--- src/rtl/led7_pkg.sv ---
// Shared types and constants for the 7-segment scan controller and its decoder.
package led7_pkg;

  localparam logic [6:0] LED7_BLANK = 7'b1111111;
  localparam int unsigned AN_MAX_W = 32;

  typedef logic [3:0] bcd_digit_t;

  // All-ones anode mask of the requested width (anodes are active-low); callers cast to their width.
  function automatic logic [AN_MAX_W-1:0] AN_OFF(input int unsigned width);
    if (width >= AN_MAX_W) return '1;
    return (AN_MAX_W'(1) << width) - AN_MAX_W'(1);
  endfunction

endpackage

--- src/rtl/led7_prescaler.sv ---
// Free-running divide-by-CLK_DIV counter; tick_c marks the last clock of each digit slot.
module led7_prescaler #(
  parameter int unsigned CLK_DIV = 50000
) (
  input  logic clk,
  input  logic rst,
  output logic tick_c
);

  localparam int unsigned PCNT_W = $clog2(CLK_DIV);
  localparam logic [PCNT_W-1:0] PCNT_MAX = PCNT_W'(CLK_DIV - 1);

  logic [PCNT_W-1:0] pcnt;
  logic [PCNT_W-1:0] pcnt_next;

  assign tick_c = (pcnt == PCNT_MAX);

  always_comb begin
    pcnt_next = pcnt + PCNT_W'(1);
    if (tick_c) pcnt_next = '0;
  end

  always_ff @(posedge clk) begin
    if (rst) pcnt <= '0;
    else     pcnt <= pcnt_next;
  end

endmodule

--- src/rtl/led7_scan_ctrl.sv ---
// Multiplexed scan controller for a common-anode 7-segment display with
// frame-aligned double-buffered digit updates and optional leading-zero blanking.
module led7_scan_ctrl
  import led7_pkg::*;
#(
  parameter int unsigned CLK_DIV    = 50000,
  parameter int unsigned NUM_DIGITS = 4
) (
  input  logic                    clk,
  input  logic                    rst,
  input  logic                    load,
  input  logic [4*NUM_DIGITS-1:0] digits_in,
  input  logic                    blank_lz,
  output logic [3:0]              bin_out,
  output logic                    seg_en,
  output logic [NUM_DIGITS-1:0]   an_out,
  output logic                    frame
);

  localparam int unsigned WORD_W = 4 * NUM_DIGITS;
  localparam int unsigned IDX_W  = $clog2(NUM_DIGITS);
  localparam logic [IDX_W-1:0] IDX_LAST = IDX_W'(NUM_DIGITS - 1);

  logic                  tick;
  logic [IDX_W-1:0]      idx;
  logic [IDX_W-1:0]      idx_next;
  logic [WORD_W-1:0]     pend_reg;
  logic [WORD_W-1:0]     disp_reg;
  logic [WORD_W-1:0]     shown_word;
  logic                  pend;
  logic                  commit;
  logic                  upper_nz;
  bcd_digit_t            bin_next;
  logic                  seg_en_next;
  logic [NUM_DIGITS-1:0] an_next;

  led7_prescaler #(
    .CLK_DIV (CLK_DIV)
  ) u_prescaler (
    .clk    (clk),
    .rst    (rst),
    .tick_c (tick)
  );

  // Next digit, commit decision and the output values for the upcoming slot.
  always_comb begin
    idx_next    = (idx == IDX_LAST) ? '0 : idx + IDX_W'(1);
    commit      = tick && (idx_next == '0) && pend;
    shown_word  = commit ? pend_reg : disp_reg;
    bin_next    = '0;
    upper_nz    = 1'b0;
    for (int j = 0; j < NUM_DIGITS; j++) begin
      if (IDX_W'(j) == idx_next) bin_next = shown_word[4*j +: 4];
      // Any non-zero digit at or above the selected one means it is not a leading zero.
      if ((IDX_W'(j) >= idx_next) && (shown_word[4*j +: 4] != 4'd0)) upper_nz = 1'b1;
    end
    seg_en_next = !(blank_lz && (idx_next != '0) && !upper_nz);
    an_next     = ~(NUM_DIGITS'(1) << idx_next);
  end

  // A load on the commit edge wins the pend flag, so its data shows one frame later.
  always_ff @(posedge clk) begin
    if (rst) begin
      idx      <= IDX_LAST;
      pend_reg <= '0;
      disp_reg <= '0;
      pend     <= 1'b0;
      bin_out  <= '0;
      seg_en   <= 1'b0;
      an_out   <= NUM_DIGITS'(AN_OFF(NUM_DIGITS));
      frame    <= 1'b0;
    end else begin
      frame <= 1'b0;
      if (tick) begin
        idx     <= idx_next;
        bin_out <= bin_next;
        seg_en  <= seg_en_next;
        an_out  <= an_next;
        frame   <= (idx_next == '0);
      end
      if (commit) begin
        disp_reg <= pend_reg;
        pend     <= 1'b0;
      end
      if (load) begin
        pend_reg <= digits_in;
        pend     <= 1'b1;
      end
    end
  end

endmodule

--- config.mk ---
export PLATFORM = sky130hd
export DESIGN_NAME = led7_scan_ctrl
export DESIGN_NICKNAME = d
export VERILOG_FILES = /design/src/rtl/led7_pkg.sv /design/src/rtl/led7_prescaler.sv /design/src/rtl/led7_scan_ctrl.sv
export SDC_FILE = /design/constraint.sdc
export NUM_CORES = 1
export LEC_CHECK = 0
export CAP_MARGIN = 20
export CORE_UTILIZATION = 25
export DETAILED_ROUTE_END_ITERATION = 10
export PLACE_DENSITY = 0.51
export SLEW_MARGIN = 5
export SYNTH_ARGS = -nofsm -noshare
export SYNTH_HDL_FRONTEND = slang
export SYNTH_SLANG_ARGS = --single-unit
--- constraint.sdc ---
create_clock -name clk -period 4.3 [get_ports clk]
set_input_delay 0.86 -clock clk [delete_from_list [all_inputs] [get_ports clk]]
set_output_delay 0.86 -clock clk [all_outputs]
set_load 0.02 [all_outputs]
### Word level (Yosys, flattened, before mapping)

Index checks and enable logic that the tools add are counted.

| cells by class | value |
|---|---|
| add/sub/neg operators | 2 |
| $lt $le $gt $ge | 4 |
| eq/ne operators | 5 |
| shifts and indexed selects | 1 |
| multiplexer cells | 12 |
| bitwise operators | 2 |
| reduce and logical (&&, ||, !) cells | 19 |

Operators by type and width:

| cell | number |
|---|---|
| 16-bit by 1-bit adder with 16-bit output, second input constant | 1 |
| 16-bit equality test, second input constant | 1 |
| 16-bit 2-to-1 mux | 1 |
| 4-bit 2-to-1 mux | 4 |
| 4-bit nonzero test | 4 |
| 1-bit logical AND | 8 |
| 1-bit 2-to-1 mux | 6 |
| 2-bit equality test, first input constant | 2 |
| 1-bit by 2-bit greater-or-equal comparator with 1-bit output, first input constant | 2 |
| 2-bit greater-or-equal comparator, first input constant | 2 |
| 4-bit NOT | 1 |
| 2-bit nonzero test | 2 |
| 2-bit OR reduction | 2 |
| 1-bit by 2-bit left shift with 4-bit output, first input constant | 1 |
| 2-bit by 1-bit adder with 2-bit output, second input constant | 1 |
| 1-bit by 2-bit equality test with 1-bit output, first input constant | 1 |
| 2-bit equality test, second input constant | 1 |
| 1-bit zero test | 2 |
| 2-bit zero test | 1 |
| 2-bit 2-to-1 mux | 1 |
| 1-bit NOT | 1 |

| storage, ports and cells | value |
|---|---|
| flip-flop bits (word level) | 61 |
| input port bits | 20 |
| output and inout port bits | 10 |
| logic and storage cells | 54 |

### Depth between registers and ports, before layout

Gate-level depths: netlist (run 1).

| logic depth | value |
|---|---|
| depth after elaboration | 15 |
| gate-level depth with buffers | 8 |
| gate-level depth less buffers | 7 |

### Hierarchy

A second synthesis (run 1) with hierarchy kept.

| unflattened totals | value |
|---|---|
| cells, all modules | 260 |
| area, all modules | 2514.9 µm² |

Modules (own cells, without submodules):

| module | times used | cells an instance | area each (µm²) | sequential area each (µm²) |
|---|---|---|---|---|
| led7_scan_ctrl | 1 | 179 | 1804.2 | 900.9 |
| led7_prescaler | 1 | 81 | 710.7 | 320.3 |

### Worst setup path after synthesis (run 1)

No wires, ideal clock.

| path | value |
|---|---|
| path type | flip-flop to flip-flop |
| start point | reg u_prescaler.pcnt[0] |
| end point | reg bin_out[3] |
| setup time | 116 ps |
| data arrival time | 1978 ps |
| data required time | 4184 ps |
| path slack | 2206 ps |
| stages on the path, launching flop included | 8 |
| period minus slack after synthesis | 2094 ps |
| path through | dfxtp_1 -> ha_1 -> and3_1 -> nand4_4 -> nor2_8 -> mux2_2 -> a221o_1 -> a31o_2 |

| on the way | value |
|---|---|
| longest elaborated chain between the ends | 8 |

Ends and longest elaborated chain:

| what | RTL line | text |
|---|---|---|
| start: declaration | led7_prescaler.sv:13 | `logic [PCNT_W-1:0] pcnt;` |
| start signal: assignment | led7_prescaler.sv:25 | `else pcnt <= pcnt_next;` |
| 16-bit equality test (*) | led7_prescaler.sv:16 | `assign tick_c = (pcnt == PCNT_MAX);` |
| 1-bit logical AND (2 in a row) | led7_scan_ctrl.sv:48 | `commit = tick && (idx_next == '0) && pend;` |
| 16-bit 2-to-1 mux | n/a |  |
| 4-bit 2-to-1 mux (4 in a row) | led7_scan_ctrl.sv:53 | `if (IDX_W'(j) == idx_next) bin_next = shown_word[4*j +: 4];` |
| end signal: assignment | led7_scan_ctrl.sv:76 | `bin_out <= bin_next;` |
| end: declaration | led7_scan_ctrl.sv:14 | `output logic [3:0] bin_out,` |

Mark *: on every way between the ends. The rest lies on a longest branch, timed or not.
A chain may end at the register's enable or synchronous reset.

==> results.md, run 1 <==
- Clock tree synthesis inserted a total of 9 buffers.
- dfxtp_1 is the most common cell in the netlist.
- The fraction of layout instances using a drive strength above 1 is 7.986%.
- The total number of placement rows is 36.
- The shortest clock period the worst path allows after layout is around 2.7 ns.
- For this run, design rule violations remaining after detail routing come to 0.
- The signal arrival time at the worst endpoint is 2.96 ns.
- The number of diodes is 0.
- The number of violations reported at the end of detailed-routing iteration 0 is 57.
- Global routing consumed, over all layers together, 11.02% of the routing resources.
- The fmax is 0.3728 GHz.
- For this run, the leading register cell type out of synthesis is dfxtp_1.
- The relative slew slack is 29.94%.
- A synthesized cell averages 9.838 sq um.
- The worst setup path is of the in -> reg kind.
- After clock tree synthesis, the clock-pin slew on the worst setup and hold paths is 0.07 ns.
- The clock tree from TritonCTS is yes.
- The via count of the first global-routing pass was ~1800.
- The share of the synthesized area in the top cell type is 48.68%.
- At the pin with the least slew margin, the transition time is 1.048 ns.
- Relative to the synthesized area, the layout overhead comes to 24.09%.
- The initial antenna violation count is 0.
- Counting along the longest clock path gives a buffer depth of 2.
- Dividing total power by cell area gives a power density of approximately 370 nW/um^2.
- For this design the static power due to leakage is around 1.2 nW.
- STA classifies the critical path endpoint as a flop.
- Ranked by instance count, the synthesized netlist is headed by 61 x dfxtp_1, 49 x nor2_1, 30 x mux2i_1.
- The cell depth of the worst flop-to-flop path is 7.
- The library cell with the largest summed area after synthesis is dfxtp_1.
- The clock root buffer is clkbuf_8.
- Counting flops with an async set or reset pin after synthesis yields a share of 0%.
- The area taken by flip-flops and latches is approximately 1200 sq um.
- The number of levels in the clock H-tree is 3.
- The top-level port count is 30.
- In this run, post-CTS hold repair placed 0 buffers.
- The kind of start point of the critical path is an input pin.
- Ranked by total cell area, the synthesized netlist is headed by dfxtp_1 49%, mux2i_1 12%, nor2_1 7.3%, ha_1 3.5%, nand2_1 2.7%.
- The count of flip-flops with a built-in enable after synthesis is 0.
- Buffers added to address setup during post-CTS repair amount to 0.
- Summing the sequential cell areas from Yosys gives 48.68% of the chip area.
- The number of flip-flops and latches in the synthesized netlist is 61.
- The number of nets with antenna violations after routing is 0.
- The area taken by multi-input logic gates is 1210 sq um.
- Setup violations remaining at the end of the flow were counted as 0.
- After routing, the total negative slack on setup checks comes to 0 ns.
- Counting instances, the worst hold path has a depth of 1.
- The area of the mapped netlist is between 2000 and 3000 sq um.
- For this run, the post-layout net count is 312.
- The flow ran to the end, and the final reports show no timing, DRC or antenna violations.
- The flip-flop count of the largest register after layout is 17.
- The count of fill cells added during filler insertion is 1048.
- The count of instances resized after the clock tree is built is 0.
- The worst vdd rail ir drop is around 0.19 mV.
- For this block, the routed nets add up to 5191 um of wire.
- The maximum fanout along the worst path is 19.
- The count of input and output buffers is 29.
- The wire length per cell is ~12 um.
- Routability-driven placement finished with a final weighted congestion of between 0.7 and 0.8.
- Setup repair after global routing left no endpoint under its margin.
- The first-pass iteration count of the detailed router is 4.
- Once the floorplan was initialized, standard cells occupied 25.78% of the core.
- The worst setup skew after layout is ~0.0085 ns.
- The total power draw is approximately 1.2 mW.
- The area inside the core boundary is 9729 sq um.
- The number of max-capacitance violations reported is 0.
- The HPWL after detailed placement is 3643 um.
- The fraction of the cycle the final worst path needs is 62.37%.
- The die is just over 100 um wide.
- STA puts the critical path data required time at 4.57 ns.
- The final hold violation count is 0.
- The worst hold path class is reg -> reg.
- The largest net degree at the start of global routing is 20.
- Global routing finished with a remaining overflow of 0.
- The post-synthesis cell type count is 38.
- The number of warnings reported in the yosys synthesis log is 0.
- Summing over every cut layer, the via total after detailed routing is 1814.
- Clock latency on the worst-skew pair, taken at its later pin, is 0.33 ns.
- The die is 102.2 um tall.
- The instance count of the mapped netlist is 255.
- Clock tree synthesis found a total of 61 sinks.
- The number of nets handed over by synthesis was 282.
- The die covers 10440 sq um.
- The final number of max-transition violations came to 0.
- The first global-routing pass estimated 8625 um of wire.
- After detailed routing, the number of vias per cell comes to 4.309.
-- worst max-delay path, stage by stage --
cell,delay [ns]
clkdlybuf4s50_1,0.94
clkinv_1,0.46
nand2_1,0.51
nor2_1,0.08
nor2_1,0.10
-- layout make-up --
class | count | area share, %
Tap cell | 133 | 5.346
Clock inverter | 1 | 0.9646
Inverter | 5 | 0.6029
Sequential cell | 61 | 39.23
Multi-Input combinational cell | 178 | 38.87
Timing Repair Buffer | 30 | 9.566
Clock buffer | 13 | 5.426
-- final timing paths --
check	slack [ns]	to	startpoint
worst max-delay path	1.62	an_out[0]	rst
worst max register to register	1.69	bin_out[3]	u_prescaler.pcnt[0]
worst min register to register	0.45	u_prescaler.pcnt[0]	u_prescaler.pcnt[0]
worst min-delay path	0.45	u_prescaler.pcnt[0]	u_prescaler.pcnt[0]
-- power breakdown --
group          switching, mW  total, mW  internal [mW]
clock network          0.210      0.519          0.309
logic                 0.0231     0.0512         0.0282
registers            0.00684      0.584          0.577
total                  0.240       1.15          0.914
-- kinds of logic (layout without fill, tap and decap cells) --
logic type	after synthesis	in the layout	share of synthesized area (%)
xor+xnor	13	13	4.539
compound gates	21	21	5.886
buf+inv	16	49	3.092
flops	61	61	48.68
simple gates	105	105	21.45
mux	32	32	12.87
fa+ha+maj	7	7	3.491
-- cell usage in the layout (no fill, tap or decap), types with 2 or more instances in the layout --
cell type / instances
a31o_2: 3
inv_1: 4
xnor2_1: 7
o221ai_1: 3
nor3_1: 4
a21oi_1: 3
mux2_2: 2
nor4_1: 3
nand3_1: 8
ha_1: 7
nor2_1: 49
and3_1: 10
clkbuf_8: 12
dfxtp_1: 61
nand2_1: 18
o211ai_1: 4
and2_1: 2
clkdlybuf4s50_1: 29
mux2i_1: 30
xor2_1: 6
o21ai_0: 5
-- stage by stage --
| stage | std cells | util, % | area, sq um | hold WS [ns] | setup WS (ns) |
|---|---|---|---|---|---|
| after floorplan | 255 | - | 2509 | 0.4132 | 2.206 |
| final | 421 | 32.00 | 3113 | 0.4518 | 1.618 |
| after detailed placement | 407 | 29.95 | 2914 | 0.4391 | 1.235 |
| after global routing | 421 | 32.00 | 3113 | 0.4697 | 1.426 |
| after CTS | 421 | 32.00 | 3113 | 0.4523 | 1.593 |
| after global placement | 407 | 29.95 | 2914 | 0.4289 | 1.249 |
-- layer usage --
metal  routed length, um  track usage, %  part of all wire, %
met5                   0               0                    0
met4                  69           4.945                  1.3
met3                 196           4.104                  3.8
met2                2287           16.68                   44
met1                2638           13.95                   51
(Power assumes the default switching activity.)
==> run 2: changes to the inputs <==
- PLACE_DENSITY: 0.51 -> 0.53
- clock period: 4.3 -> 2.43 ns (I/O delays scaled with it)
==> run 2 against run 1 <==
  * Sequential share of layout area fell by 0.70 points
  * Critical path depth is 2 higher
  * Total power grew 85%
  * Combinational power rose by 79%
  * Sequential cell count did not move
  * Global-route usage rose by 0.15 points
  * First-iteration DRC count increased by 3.5%
  * Non-clock buffer count increased by 4
  * Critical path type is now reg -> reg
  * Critical endpoint is now bin_out[3]
==> results.md, run 2 (same netlist as run 1, synthesis figures left out) <==
- The flow ran to the end, and the final reports show no timing, DRC or antenna violations.
- The flip-flop count of the largest register after layout came to 17 (unchanged).
- Among all stages on the critical path, the largest delay is contributed by mux2_2.
- The length of routed wiring on met1 is 2502 um (-5.2%).
- The number of remaining DRC errors is 0 (unchanged).
- The worst reg-to-reg setup slack is 0.20 ns (-1.49 ns).
- The estimated wirelength of the detail-placed design was 3773 um (+3.5%).
- The clock slew at the register clock pins of the worst setup and hold paths is 0.07 ns (about the same).
- The kind of start point of the critical path is a flop.
- The count of hold buffers inserted by post-cts repair is 0 (unchanged).
- The data required time of the critical path is 2.66 ns (-1.91 ns).
- The final critical-path setup slack is 0.2008 ns (-1.417 ns).
- The worst-case clock buffer depth is 2 (unchanged).
- The worst hold endpoint is u_prescaler.pcnt[0].
- The post-CTS setup buffer count is 0 (unchanged).
- The horizontal die dimension is 102.2 um (unchanged).
- The top routing layer in use is met4.
- The detailed-route via count was 1858 (+2.4%).
- The clock buffer count from CTS came to 9 (unchanged).
- The summed negative setup slack over all endpoints is 0 ns (unchanged).
- The net total in the final layout came to 316 (+1.3%).
- The number of nets with antenna violations after routing came to 0 (unchanged).
- The cell area after placement is 2944 sq um (+1.0%).
- The number of diodes is 0 (unchanged).
- The largest incremental delay on the critical path is 0.37 ns (-0.57 ns).
- The maximum fanout along the worst path is 9 (-10).
- The hold path startpoint is u_prescaler.pcnt[0].
- The initial antenna violation count is 0 (unchanged).
- The first-pass GRT wire length was 8714 um (+1.0%).
- The total congestion overflow was 0 (unchanged).
- The total number of placement rows came to 36 (unchanged).
- The setup path with the least slack is of type reg -> reg.
- The post-synthesis to final-layout area growth is 26.33%.
- Traced cell by cell, the critical path runs through ha_1 -> and3_1 -> nand4_4 -> nor2_8 -> mux2_2 -> a221o_1 -> a31o_2.
- The total buffers and inverters traversed by the critical path is 0 (-2).
- The final hold violation count is 0 (unchanged).
- Subtracting the final worst setup slack from the clock period gives 2.229 ns.
- The wire length per cell was 12.26 um (-0.55%).
- The clock insertion delay at the later pin of the skew report is 0.33 ns (about the same).
- The final hold slack is 0.4393 ns (-0.01253 ns).
- The terminus of the critical flop-to-flop path is bin_out[3].
- The floorplan die area came to 10440 sq um (unchanged).
- The kind of end point of the critical path is a flop.
- The total clock sinks came to 61 (unchanged).
- The number of stages on the worst hold path is 1 (unchanged).
- The total detailed-routing wirelength is 5236 um (+0.87%).
- The signal arrival time at the worst endpoint is 2.46 ns (-0.50 ns).
- The largest net degree at the start of global routing came to 25 (+25%).
- The count of input and output buffers was 29 (unchanged).
- The final design instance area without fill is 3169 sq um (+1.8%).
- The static power due to leakage was 1.264 nW (+1.9%).
- The top cell types in the final layout, fill and taps aside, are 61 x dfxtp_1, 49 x nor2_1, 30 x mux2i_1.
- The worst slack at placement is 0.1798 ns (-1.055 ns).
- The final critical path takes up 91.74% of the cycle.
- The leading cell type in the layout, fill and taps excluded is dfxtp_1.
- The global router's overall resource usage is 11.18% (+0.15 points).
- Setup repair after global routing left no endpoint under its margin.
- The number of violations reported at the end of detailed-routing iteration 0 is 59 (+3.5%).
- The worst setup skew after layout was 0.008160 ns (-0.0003272 ns).
- The transition time at the pin with the least slew margin is 0.5571 ns (-0.4905 ns).
- The final number of max-transition violations came to 0 (unchanged).
- The weighted congestion reported at the end of routability-driven placement is 0.7765 (+7.0%).
- The height of the die was 102.2 um (unchanged).
- The worst hold path class is reg -> reg.
- The tree is rooted in a clkbuf_8.
- The routed length on met3 is 225 um (+15%).
- The fraction of layout instances using a drive strength above 1 is 9.864% (+1.9 points).
- The area inside the core boundary is 9729 sq um (unchanged).
- The number of levels in the clock H-tree is 3 (unchanged).
- The count of instances resized after the clock tree is built is 0 (unchanged).
- The critical path startpoint is u_prescaler.pcnt[0].
- In this run the critical register-to-register path is launched from u_prescaler.pcnt[0].
- The relative slew slack is 62.77% (+33 points).
- The first-pass iteration count of the detailed router came to 4 (unchanged).
- The final setup violation count is 0 (unchanged).
- The worst vdd rail ir drop is 0.2795 mV (+45%).
- The via count of the first global-routing pass is 1773 (-1.4%).
- The initial standard-cell utilization of the core is 25.78% (unchanged).
- The detailed-routed wire length on met2 is 2465 um (+7.8%).
- The cell depth of the worst flop-to-flop path came to 7 (unchanged).
- The number of max-capacitance violations reported was 0 (unchanged).
- The fmax is 0.4486 GHz.
- The via count normalized by instance count was 4.351 (+0.99%).
- The cell family contributing the most delay on the critical path is simple AND/OR/NAND/NOR gates.
- The top-level port count is 30 (unchanged).
- TritonCTS built the clock tree.
- The power per standard cell area is 672.6 nW/um^2 (+81%).
## run 2: cell types whose count changed in the layout (fill, tap and decap cells not counted), sizes merged
cell / previous run / this run
clkbuf: 13 / 11
clkinvlp: 0 / 2
buf: 1 / 5
bufinv: 1 / 2
clkinv: 1 / 2
## run 2: through the flow
stage                     total power, mW  cells  util (%)
final                               2.132    427     32.57
after global routing                2.235    427     32.57
after CTS                           2.170    427     32.57
after detailed placement            1.149    411     30.26
after global placement              1.148    411     30.26
after floorplan                     1.101    255         -
## run 2: worst max-delay path by stage
| stage | cells after the start | slack, ns | end |
|---|---|---|---|
| after floorplan | 7 | 0.34 | bin_out[3] |
| after global placement | 8 | 0.22 | bin_out[0] |
| after detailed placement | 8 | 0.18 | bin_out[0] |
| after CTS | 8 | 0.17 | bin_out[0] |
| after global routing | 8 | 0.03 | bin_out[0] |
| final | 7 | 0.20 | bin_out[3] |
## run 2: routing by layer
layer	up-vias	GRT usage (%)
met3	4	4.925
met5	-	0
met2	31	18.17
met1	879	13.19
met4	0	3.626
li1	944	-
## run 2: power breakdown
group | switching (mW) | internal, mW
logic | 0.0411 | 0.0507
registers | 0.0128 | 1.02
clock network | 0.399 | 0.607
## run 2: area by class of cell
class                   count  area [sq um]
multi-input cells         178          1210
clock inverters             5         83.83
inverters                   5         18.77
clock buffers              11         141.4
repair buffers             34         327.8
flip-flops and latches     61          1221
well taps                 133         166.4
fillers                  1046          6560
